File: src/rtl/dcache_pkg.sv
// Shared types and address-split constants for the direct-mapped data cache.
// Optional statistics counters are enabled with the DCACHE_STATS_EN macro.
package dcache_pkg;

  localparam int ADDR_W     = 32;
  localparam int WORD_W     = 32;
  localparam int LINE_BYTES = 16;
  localparam int LINE_BITS  = LINE_BYTES * 8;
  localparam int OFFSET_W   = $clog2(LINE_BYTES);
  localparam int INDEX_W    = 4;
  localparam int TAG_W      = ADDR_W - INDEX_W - OFFSET_W;
  localparam int WORD_SEL_W = 2;

  typedef enum logic [1:0] {
    IDLE,
    COMPARE,
    WRITEBACK,
    ALLOCATE
  } state_t;

  function automatic logic [ADDR_W-1:0] line_addr(input logic [TAG_W-1:0]   tag,
                                                  input logic [INDEX_W-1:0] idx);
    return {tag, idx, {OFFSET_W{1'b0}}};
  endfunction

endpackage

File: src/rtl/direct_mapped_dcache_if.sv
// Memory-side request/response bus between the data cache (master) and the
// backing memory (slave). Requests carry whole, line-aligned lines.
interface direct_mapped_dcache_if;
  import dcache_pkg::*;

  logic                  mem_req_valid;
  logic                  mem_req_ready;
  logic                  mem_req_write;
  logic [ADDR_W-1:0]     mem_req_addr;
  logic [LINE_BITS-1:0]  mem_req_wdata;
  logic                  mem_resp_valid;
  logic [LINE_BITS-1:0]  mem_resp_rdata;

  modport master (
    output mem_req_valid, mem_req_write, mem_req_addr, mem_req_wdata,
    input  mem_req_ready, mem_resp_valid, mem_resp_rdata
  );

  modport slave (
    input  mem_req_valid, mem_req_write, mem_req_addr, mem_req_wdata,
    output mem_req_ready, mem_resp_valid, mem_resp_rdata
  );

endinterface

File: src/rtl/dcache_line_array.sv
// Tag, valid, dirty and data storage for the cache: one asynchronous read
// port and one synchronous write port that always marks the line valid.
module dcache_line_array
  import dcache_pkg::*;
#(
  parameter int NUM_SETS = 16,
  parameter int LINE_W   = 128,
  localparam int IDX_W   = $clog2(NUM_SETS)
) (
  input  logic              clk,
  input  logic              reset,
  input  logic [IDX_W-1:0]  rd_index,
  output logic [TAG_W-1:0]  rd_tag,
  output logic              rd_valid,
  output logic              rd_dirty,
  output logic [LINE_W-1:0] rd_data,
  input  logic              wr_en,
  input  logic [IDX_W-1:0]  wr_index,
  input  logic [TAG_W-1:0]  wr_tag,
  input  logic              wr_dirty,
  input  logic [LINE_W-1:0] wr_data
);

  logic [TAG_W-1:0]    tag_mem  [NUM_SETS];
  logic [LINE_W-1:0]   data_mem [NUM_SETS];
  logic [NUM_SETS-1:0] valid_q;
  logic [NUM_SETS-1:0] dirty_q;

  // NOTE: tag/data arrays are deliberately not reset so they map onto plain
  // RAM; a cleared valid bit makes their stale contents unobservable.
  always_ff @(posedge clk) begin
    if (wr_en) begin
      tag_mem[wr_index]  <= wr_tag;
      data_mem[wr_index] <= wr_data;
    end
  end

  always_ff @(posedge clk) begin
    if (reset) begin
      valid_q <= '0;
      dirty_q <= '0;
    end else if (wr_en) begin
      valid_q[wr_index] <= 1'b1;
      dirty_q[wr_index] <= wr_dirty;
    end
  end

  assign rd_tag   = tag_mem[rd_index];
  assign rd_data  = data_mem[rd_index];
  assign rd_valid = valid_q[rd_index];
  assign rd_dirty = dirty_q[rd_index];

endmodule

File: src/rtl/direct_mapped_dcache.sv
// Direct-mapped, write-back, write-allocate data cache with a 4-state FSM.
// Define DCACHE_STATS_EN to add the hit_count/miss_count statistics outputs.
module direct_mapped_dcache
  import dcache_pkg::*;
#(
  parameter int NUM_SETS   = 16,
  parameter int LINE_WORDS = 4
) (
  input  logic                     clk,
  input  logic                     reset,
  input  logic                     is_input_valid,
  input  logic [ADDR_W-1:0]        addr,
  input  logic                     mem_read,
  input  logic                     mem_write,
  input  logic [WORD_W-1:0]        din,
  output logic                     is_ready,
  output logic                     is_output_valid,
  output logic [WORD_W-1:0]        dout,
  output logic                     is_hit,
  direct_mapped_dcache_if.master   mem
`ifdef DCACHE_STATS_EN
  ,
  output logic [31:0]              hit_count,
  output logic [31:0]              miss_count
`endif
);

  localparam int LINE_W = LINE_WORDS * WORD_W;

  state_t                 state;
  logic [TAG_W-1:0]       req_tag;
  logic [INDEX_W-1:0]     req_idx;
  logic [WORD_SEL_W-1:0]  req_word;
  logic [WORD_W-1:0]      req_din;
  logic                   req_read;
  logic                   req_write;
  logic                   missed;

  logic [TAG_W-1:0]       rd_tag;
  logic                   rd_valid;
  logic                   rd_dirty;
  logic [LINE_W-1:0]      rd_data;
  logic                   wr_en;
  logic                   wr_dirty;
  logic [LINE_W-1:0]      wr_data;
  logic [LINE_W-1:0]      store_line;

  logic tag_match;
  logic op_none;
  logic done;
  logic unused_addr_bits;

  assign unused_addr_bits = ^addr[1:0];

  dcache_line_array #(
    .NUM_SETS (NUM_SETS),
    .LINE_W   (LINE_W)
  ) u_lines (
    .clk      (clk),
    .reset    (reset),
    .rd_index (req_idx),
    .rd_tag   (rd_tag),
    .rd_valid (rd_valid),
    .rd_dirty (rd_dirty),
    .rd_data  (rd_data),
    .wr_en    (wr_en),
    .wr_index (req_idx),
    .wr_tag   (req_tag),
    .wr_dirty (wr_dirty),
    .wr_data  (wr_data)
  );

  // Both strobes low is a no-op that completes as a hit without a lookup.
  assign tag_match = rd_valid && (rd_tag == req_tag);
  assign op_none   = !req_read && !req_write;
  assign done      = (state == COMPARE) && (op_none || tag_match);

  assign is_ready        = (state == IDLE);
  assign is_output_valid = done;
  assign is_hit          = done && !missed;
  assign dout            = (done && req_read && !req_write)
                         ? rd_data[req_word*WORD_W +: WORD_W] : '0;

  // NOTE: every always_comb output gets a default before any branch so no
  // path leaves a value unassigned and no latch is inferred.
  always_comb begin
    store_line = rd_data;
    store_line[req_word*WORD_W +: WORD_W] = req_din;
    wr_en    = 1'b0;
    wr_dirty = 1'b0;
    wr_data  = store_line;
    if (!reset) begin
      if (done && req_write) begin
        wr_en    = 1'b1;
        wr_dirty = 1'b1;
      end else if (state == ALLOCATE && mem.mem_resp_valid) begin
        wr_en   = 1'b1;
        wr_data = mem.mem_resp_rdata;
      end
    end
  end

  // NOTE: sequential state uses non-blocking assignments only, so every
  // register samples the pre-edge values regardless of statement order.
  always_ff @(posedge clk) begin
    if (reset) begin
      state             <= IDLE;
      missed            <= 1'b0;
      mem.mem_req_valid <= 1'b0;
      mem.mem_req_write <= 1'b0;
      mem.mem_req_addr  <= '0;
      mem.mem_req_wdata <= '0;
    end else begin
      case (state)
        IDLE: begin
          if (is_input_valid) begin
            req_tag   <= addr[ADDR_W-1 -: TAG_W];
            req_idx   <= addr[OFFSET_W +: INDEX_W];
            req_word  <= addr[2 +: WORD_SEL_W];
            req_din   <= din;
            req_read  <= mem_read;
            req_write <= mem_write;
            missed    <= 1'b0;
            state     <= COMPARE;
          end
        end
        COMPARE: begin
          if (done) begin
            state <= IDLE;
          end else begin
            missed            <= 1'b1;
            mem.mem_req_valid <= 1'b1;
            if (rd_valid && rd_dirty) begin
              state             <= WRITEBACK;
              mem.mem_req_write <= 1'b1;
              mem.mem_req_addr  <= line_addr(rd_tag, req_idx);
              mem.mem_req_wdata <= rd_data;
            end else begin
              state             <= ALLOCATE;
              mem.mem_req_write <= 1'b0;
              mem.mem_req_addr  <= line_addr(req_tag, req_idx);
              mem.mem_req_wdata <= '0;
            end
          end
        end
        WRITEBACK: begin
          // The refill request follows directly; mem_req_valid stays high.
          if (mem.mem_req_ready) begin
            state             <= ALLOCATE;
            mem.mem_req_write <= 1'b0;
            mem.mem_req_addr  <= line_addr(req_tag, req_idx);
            mem.mem_req_wdata <= '0;
          end
        end
        ALLOCATE: begin
          if (mem.mem_req_ready || mem.mem_resp_valid) begin
            mem.mem_req_valid <= 1'b0;
          end
          if (mem.mem_resp_valid) begin
            state <= COMPARE;
          end
        end
        default: state <= IDLE;
      endcase
    end
  end

`ifdef DCACHE_STATS_EN
  always_ff @(posedge clk) begin
    if (reset) begin
      hit_count  <= '0;
      miss_count <= '0;
    end else if (done) begin
      if (missed) miss_count <= miss_count + 32'd1;
      else        hit_count  <= hit_count + 32'd1;
    end
  end
`endif

endmodule
File: src/flat_wrapper.sv
// flat-port wrapper written by rule: the top's interface ports become plain ports
module direct_mapped_dcache_flat import dcache_pkg::*;
#(
  parameter int NUM_SETS   = 16,
  parameter int LINE_WORDS = 4
)
  (clk, reset, is_input_valid, addr, mem_read, mem_write, din, is_ready, is_output_valid, dout, is_hit, mem_mem_req_valid, mem_mem_req_write, mem_mem_req_addr, mem_mem_req_wdata, mem_mem_req_ready, mem_mem_resp_valid, mem_mem_resp_rdata);
  direct_mapped_dcache_if mem_i ();
  input  logic clk;
  input  logic reset;
  input  logic is_input_valid;
  input  logic [ADDR_W-1:0] addr;
  input  logic mem_read;
  input  logic mem_write;
  input  logic [WORD_W-1:0] din;
  output logic is_ready;
  output logic is_output_valid;
  output logic [WORD_W-1:0] dout;
  output logic is_hit;
  output wire logic [$bits(mem_i.mem_req_valid)-1:0] mem_mem_req_valid;
  output wire logic [$bits(mem_i.mem_req_write)-1:0] mem_mem_req_write;
  output wire logic [$bits(mem_i.mem_req_addr)-1:0] mem_mem_req_addr;
  output wire logic [$bits(mem_i.mem_req_wdata)-1:0] mem_mem_req_wdata;
  input wire logic [$bits(mem_i.mem_req_ready)-1:0] mem_mem_req_ready;
  input wire logic [$bits(mem_i.mem_resp_valid)-1:0] mem_mem_resp_valid;
  input wire logic [$bits(mem_i.mem_resp_rdata)-1:0] mem_mem_resp_rdata;
  assign mem_mem_req_valid = mem_i.mem_req_valid;
  assign mem_mem_req_write = mem_i.mem_req_write;
  assign mem_mem_req_addr = mem_i.mem_req_addr;
  assign mem_mem_req_wdata = mem_i.mem_req_wdata;
  assign mem_i.mem_req_ready = mem_mem_req_ready;
  assign mem_i.mem_resp_valid = mem_mem_resp_valid;
  assign mem_i.mem_resp_rdata = mem_mem_resp_rdata;
  direct_mapped_dcache #(.NUM_SETS(NUM_SETS), .LINE_WORDS(LINE_WORDS)) u_core (.clk(clk), .reset(reset), .is_input_valid(is_input_valid), .addr(addr), .mem_read(mem_read), .mem_write(mem_write), .din(din), .is_ready(is_ready), .is_output_valid(is_output_valid), .dout(dout), .is_hit(is_hit), .mem(mem_i));
endmodule
File: config.mk
export PLATFORM = sky130hd
export DESIGN_NAME = direct_mapped_dcache_flat
export DESIGN_NICKNAME = d
export VERILOG_FILES = /design/src/rtl/dcache_pkg.sv /design/src/rtl/direct_mapped_dcache_if.sv /design/src/rtl/dcache_line_array.sv /design/src/rtl/direct_mapped_dcache.sv /design/src/flat_wrapper.sv
export SDC_FILE = /design/constraint.sdc
export NUM_CORES = 2
export LEC_CHECK = 0
export ABC_AREA = 0
export CORE_MARGIN = 10
export CORE_UTILIZATION = 39
export CTS_CLUSTER_DIAMETER = 50
export CTS_CLUSTER_SIZE = 16
export DETAILED_ROUTE_END_ITERATION = 10
export SLEW_MARGIN = 30
export SYNTH_ARGS = -nofsm -noshare
export SYNTH_HDL_FRONTEND = slang
export SYNTH_HIERARCHICAL = 1
export SYNTH_SLANG_ARGS = --single-unit
export TNS_END_PERCENT = 20
File: constraint.sdc
create_clock -name clk -period 19.8 [get_ports clk]
set_input_delay 2.97 -clock clk [delete_from_list [all_inputs] [get_ports clk]]
set_output_delay 2.97 -clock clk [all_outputs]
set_load 0.02 [all_outputs]
==> results.toml <==
[run_status]
result_of_the_run = "finished clean"

[run]
maximum_capacitance_violations = 0

[clocking]
cts_hold_repair.buffers = 0
post_cts_buffers = 0
cts_max_path_buffers = 3
cts_inserted_buffers = 225
sinks_on_the_clock_net = 2689
cts_tree = "yes"
cts_root_buf = "clkbuf_16"
worst_skew_pair.late_latency_ns = 0.90
cts.htree.levels = 4
cts.repair.resized = 0
clk_pin_slew_ns = 0.07

[route]
firstDrtPassIters = 5
drt.antenna.violating_nets = 0
wl_met3_um = 22700
routed.top_layer = "met5"
routed_wirelength_um = 326000
wl_met1_um = 124000
route.detailed.vias_per_inst = 5.86
remaining_drc_errors = 0
wl_met2_um = 159000
detailroute.via_count = 55908
number_of_drc_markers_after_the_initial_detailed_route_iteration = 6763
wire_per_inst_um = 34.1

[critical_path]
r2r_setup_slack_ns = 9.75
startpoint = "u_core/req_idx[1]$_DFFE_PP_"
critical_path_class = "flip-flop to output port"
worst_ep_required_time_ns = 16.83
start_kind = "flip-flop"
path_max_fanout = 133
critical_path.endpoint = "dout[18]"
reg2regPathDepth = 19
arrival_ns = 7.75
worst_r2r_endpoint = "u_core/u_lines/data_mem[13][16]$_DFFE_PP_"
worst_setup_ep_type = "output port"
worstReg2RegStart = "u_core/req_idx[1]$_DFFE_PP_"

[yosys]
netlist_top_cells_area = "edfxtp_1, mux4_2, dfxtp_1"
synth-seq-area-share = 0.744
yosysUniqueCellTypes = 52
synth_top_flop_cell = "edfxtp_1"
avgSynthCellArea_um2 = 19.6
synthDominantCellAreaShare = 0.708
number_of_flops_mapped_to_enable_cells_by_yosys = 2496
synth_cells = 5394
yosysTopAreaCell = "edfxtp_1"
yosysWarningCount = 6
synth-async-reset-ratio = 0
ffs_latches_synth = 2689
synth.cell_area_um2 = 106000

[sta]
grt_setup_unrepaired = "no"
min_period_ns = 10.72
worst_tran_pin_value_ns = 1.05
fmax_mhz = 93.3
slew_headroom = 0.303
maxSlewViolCount = 0
hold_viol = 0
finalCritPeriodShare = 0.541
setup-violations-final = 0
finClkSkew_ns = 0.0362
final.hold.worst_slack_ns = 0.471
final.setup.tns_ns = 0

[power]
internal_power_mw = 8.92
leakage_nw = 38.1
power.switching_mw = 2.75
p_clk_frac = 0.380
power.density_nw_per_um2 = 96.3
power_frac_comb = 0.077
peakVddDrop_uv = 102
swShare = 0.236
power.sequential.fraction = 0.544

[floorplan]
overall_die_width_um = 541
dieHeight_um = 541
rows = 191
design.core.area_um2 = 271000
initial_core_utilization = 0.391
io-pin-count = 396
floorplan.die_area_um2 = 293000

[worst_hold_path]
min-delay-path-class = "flip-flop to flip-flop"

[layout]
share_of_post_route_cells_with_drive_strength_above_1 = 0.224
layout_commonest_cell = "edfxtp_1"
finalNetCount = 5998
n_fill_cell = 23173
commonest_cells_after_routing_fill_and_taps_aside = "edfxtp_1, mux4_2, clkdlybuf4s50_1"
final_core_utilization = 0.448
syn2layout_area_growth_pct = 14.5
multiInputGateArea_um2 = 24900
seq_area_um2 = 78800

[placed_design]
port_buffers = 389
finalWeightedCongestion = 0.837
hpwlAfterDp_um = 193000

[global_routing]
pin_count_of_the_biggest_net_entering_global_routing = 134
total_global_routing_overflow = 0
gr-usage-all-layers = 0.216
grt_first_pass_wirelength_um = 451000
first_global_vias = 56294
grt_antenna_before_repair = 17
## flip-flops by register name, summed over array words and instances, names as in the netlist
register	count
u_core/u_lines/dirty_q	16
u_core/state	2
u_core/req_word	2
u_core/req_read	1
u_core/mem.mem_req_wdata	128
u_core/req_din	32
u_core/missed	1
u_core/mem.mem_req_addr	28
u_core/mem.mem_req_valid	1
u_core/req_tag	24
u_core/req_idx	4
u_core/u_lines/tag_mem	384
u_core/u_lines/valid_q	16
u_core/u_lines/data_mem	2048
u_core/req_write	1
u_core/mem.mem_req_write	1
## synthesized netlist by cell type, drive strengths merged (27+ instances only)
cell and n:
nor2b 82, buf 171, o21ai 159, nand2 321
clkbuf 189, mux2i 88, a21oi 32, mux2 216
o221ai 39, a22oi 230, o32ai 128, mux4 590
nor2 66, nand2b 72, edfxtp 2496, inv 136
a211oi 27, dfxtp 193
## per-stage QoR
step                      setup slack, ns  power [mW]  instances  instance area, um2
final                                9.08        11.7       9544              121000
after global routing                 8.90        12.0       9538              121000
after CTS                            8.92        11.7       9524              121000
after detailed placement             9.50        7.36       9129              114000
after global placement               9.25        7.34       9127              114000
after floorplan                      4.25        6.95       5397              106000
## how the worst min path moves through the flow
stage	start	endpoint	slack, ns	depth (start not counted)
3_3_place_gp	u_core/u_lines/valid_q[12]$_SDFFE_PP0P_	u_core/u_lines/valid_q[12]$_SDFFE_PP0P_	0.44	2
4_1_cts	u_core/u_lines/valid_q[14]$_SDFFE_PP0P_	u_core/u_lines/valid_q[14]$_SDFFE_PP0P_	0.47	2
2_1_floorplan	u_core/u_lines/valid_q[2]$_SDFFE_PP0P_	u_core/u_lines/valid_q[2]$_SDFFE_PP0P_	0.43	2
6_report	u_core/u_lines/valid_q[6]$_SDFFE_PP0P_	u_core/u_lines/valid_q[6]$_SDFFE_PP0P_	0.47	2
5_1_grt	u_core/mem.mem_req_wdata[110]$_SDFFE_PP0P_	u_core/mem.mem_req_wdata[110]$_SDFFE_PP0P_	0.49	2
3_5_place_dp	u_core/u_lines/valid_q[14]$_SDFFE_PP0P_	u_core/u_lines/valid_q[14]$_SDFFE_PP0P_	0.46	2
## critical path, stage by stage (launching register included)
cell and delay [ns]:
edfxtp_1 0.37, buf_4 0.46, buf_12 0.61, buf_4 0.75
buf_4 0.68, and2_1 0.22, buf_4 0.42, a22oi_1 0.14
nand2_1 0.15, xnor2_1 0.18, nand4_1 0.23, nor3_1 0.34
nand4_1 0.28, buf_4 0.47, nor2b_1 0.40, clkdlybuf4s50_1 0.68
## power groups by stage
stage	registers [mW]	logic, mW	clock network, mW
floorplan	6.46	0.487	0
global placement	6.47	0.875	0
detailed placement	6.47	0.892	0
CTS	6.35	0.894	4.49
global route	6.35	0.935	4.71
finish	6.35	0.893	4.43
## layout make-up
cell class,count,share of cell area
diodes,16,0.000330
clock buffers,275,0.0495
clock inverters,120,0.0101
inverters,136,0.00423
multi-input cells,2212,0.206
flip-flops and latches,2689,0.650
well taps,3570,0.0369
repair buffers,526,0.0430
## kinds of logic (layout without fill, tap and decap cells)
family | after synthesis | in the layout | share of synthesized area
mux | 894 | 894 | 0.157
buf+inv | 496 | 1057 | 0.0232
simple gates | 607 | 607 | 0.0267
compound gates | 674 | 674 | 0.0456
xor+xnor | 24 | 24 | 0.00199
fa+ha+maj | 9 | 9 | 0.00106
flops | 2689 | 2689 | 0.744
other cells | 1 | 20 | 0.0000354
## routing by layer
layer,vias up,track usage
met5,-,0
met4,4,0.113
met3,538,0.0334
met1,29982,0.276
li1,22838,-
met2,2546,0.359
Power figures use the tool's default switching activity.
==> RTL change (same settings) <==
Set the package constant `ADDR_W` to 28 (it was 32).
--- a/src/rtl/dcache_pkg.sv
+++ b/src/rtl/dcache_pkg.sv
@@ -3,5 +3,5 @@
 package dcache_pkg;
 
-  localparam int ADDR_W     = 32;
+  localparam int ADDR_W     = 28;
   localparam int WORD_W     = 32;
   localparam int LINE_BYTES = 16;
Interface: changed (resized addr and mem_mem_req_addr); port bits go from 396 to 388. No check against the original RTL was run, so the function may have changed too.
==> RTL change against the unedited design <==
- fmax grew 1.6%
- utilization rose by 0.47 points
- cell area down 2.9%
- critical path depth down 3
- sequential share of layout area rose by 0.14 points
- clock power is 2% higher
- total power shrank 1.7%
- area after synthesis down 3.7%
- setup slack gained 170 ps
- count of clock-buffer cells in the layout increased by 7
- wire length rose by 0.14%
- sequential cell count shrank 72
- register-to-register slack better by 1400 ps
==> RTL change: results (changes against the unedited design) <==
\begin{tabular}{lr}
\hline
Metric & Value \\
\hline
\multicolumn{2}{l}{\textbf{Setup path}} \\
Endpoint arrival time on the critical path & 7570 ps (-180 ps) \\
Critical Path Max Stage Delay & 730 ps (-20 ps) \\
Worst-path maximum fanout & 86 (-35\%) \\
\multicolumn{2}{l}{\textbf{GRT}} \\
Overall routing resource usage & 22.3\% (+0.71 points) \\
Antenna violations before repair & 45 (+28) \\
Number of global-route vias before repair & 54300 (-3.6\%) \\
Met2 track utilization from global routing & 35.6\% (-0.27 points) \\
Largest net degree at the start of global routing & 130 (-3.0\%) \\
Wire length of the first global-routing pass & 448 mm (-0.71\%) \\
\multicolumn{2}{l}{\textbf{Route}} \\
Initial DRC count & 8038 (+19\%) \\
Routed WL per cell & 35.3 µm (+3.5\%) \\
Total wire length & 326 mm (+0.14\%) \\
Vias post-DR & 54900 (-1.8\%) \\
\multicolumn{2}{l}{\textbf{Synthesis}} \\
Sequential share of the synthesized area & 75.2\% (+0.75 points) \\
Area share of fa/ha/maj cells after synthesis & 0.110\% (+0.0040 points) \\
Multiplexer fraction of the synthesized cell area & 15.6\% (-0.090 points) \\
Most common library cells after synthesis & sky130\_fd\_sc\_hd\_\_edfxtp\_1 (2428), sky130\_fd\_sc\_hd\_\_mux4\_2 (573), sky130\_fd\_sc\_hd\_\_nand2\_1 (268), sky130\_fd\_sc\_hd\_\_a22oi\_1 (236), sky130\_fd\_sc\_hd\_\_dfxtp\_1 (189) \\
XOR/XNOR Fraction of Synth Area & 0.172\% (-0.027 points) \\
Gate Count Post-Synth & 5105 (-5.4\%) \\
Cell types occupying the most area after synthesis & sky130\_fd\_sc\_hd\_\_edfxtp\_1 (71\%), sky130\_fd\_sc\_hd\_\_mux4\_2 (13\%), sky130\_fd\_sc\_hd\_\_dfxtp\_1 (3.7\%) \\
Count of cell types in the netlist & 53 (+1.9\%) \\
\multicolumn{2}{l}{\textbf{Power}} \\
Leakage power figure & 37.7 nW (-1.1\%) \\
Switch share & 22.8\% (-0.73 points) \\
Peak supply drop & 0.0000987 V (-3.6\%) \\
\multicolumn{2}{l}{\textbf{Placed design}} \\
Inst Count DP & 8809 (-3.5\%) \\
Weighted congestion reported at the end of routability-driven placement & 0.798 (-4.7\%) \\
Area after detailed placement & 0.110 mm² (-3.4\%) \\
Number of I/O port buffers & 381 (-2.1\%) \\
\multicolumn{2}{l}{\textbf{Timing}} \\
Max\_slew headroom & 26.3\% (-4.0 points) \\
\multicolumn{2}{l}{\textbf{CTS}} \\
Number of buffers inserted during clock tree synthesis & 220 (-2.2\%) \\
\multicolumn{2}{l}{\textbf{Run status}} \\
Result of the run & finished clean \\
\hline
\end{tabular}
[RTL change: metal layers]
| layer | vias up | part of all wire, % |
|---|---|---|
| met5 | - | 0.038 |
| met4 | 20 | 4.2 |
| met3 | 473 | 9.3 |
| met2 | 3010 | 47 |
| met1 | 29600 | 39 |
| li1 | 21800 | - |
[RTL change: power by group through the flow]
stage / Clock [mW] / Combinational, mW / Sequential (mW)
global placement: 0 / 0.762 / 6.29
CTS: 4.58 / 0.782 / 6.16
global route: 4.80 / 0.827 / 6.16
detailed placement: 0 / 0.779 / 6.28
finish: 4.52 / 0.787 / 6.16
floorplan: 0 / 0.425 / 6.27
[RTL change: logic make-up after synthesis]
group	count (synthesis)
xor gates and xnor gates	20
adders and majority gates	9
buffers and inverters	462
DFF	2617
other	1
AOI/OAI and AO/OA	712
and+or+nand+nor	424
muxes	860
[RTL change: final timing paths]
| check | startpoint | to | slack, ps | depth (start not counted) |
|---|---|---|---|---|
| hold reg to reg | u_core/u_lines/valid_q[8] | u_core/u_lines/valid_q[8] | 450 | 2 |
| hold / removal | u_core/u_lines/valid_q[8] | u_core/u_lines/valid_q[8] | 450 | 2 |
| setup / recovery | u_core/req_idx[0] | dout[1] | 9260 | 12 |
| setup reg to reg | u_core/req_idx[0] | u_core/u_lines/data_mem[15][78] | 11140 | 17 |
[RTL change: layout make-up]
cell class | count | share of cell area (%)
flip-flops and latches | 2617 | 65.2
multi-input cells | 2029 | 19.8
clock buffers | 282 | 5.12
repair buffers | 527 | 4.45
well taps | 3496 | 3.72
clock inverters | 109 | 1.19
inverters | 147 | 0.508
diodes | 23 | 0.0489
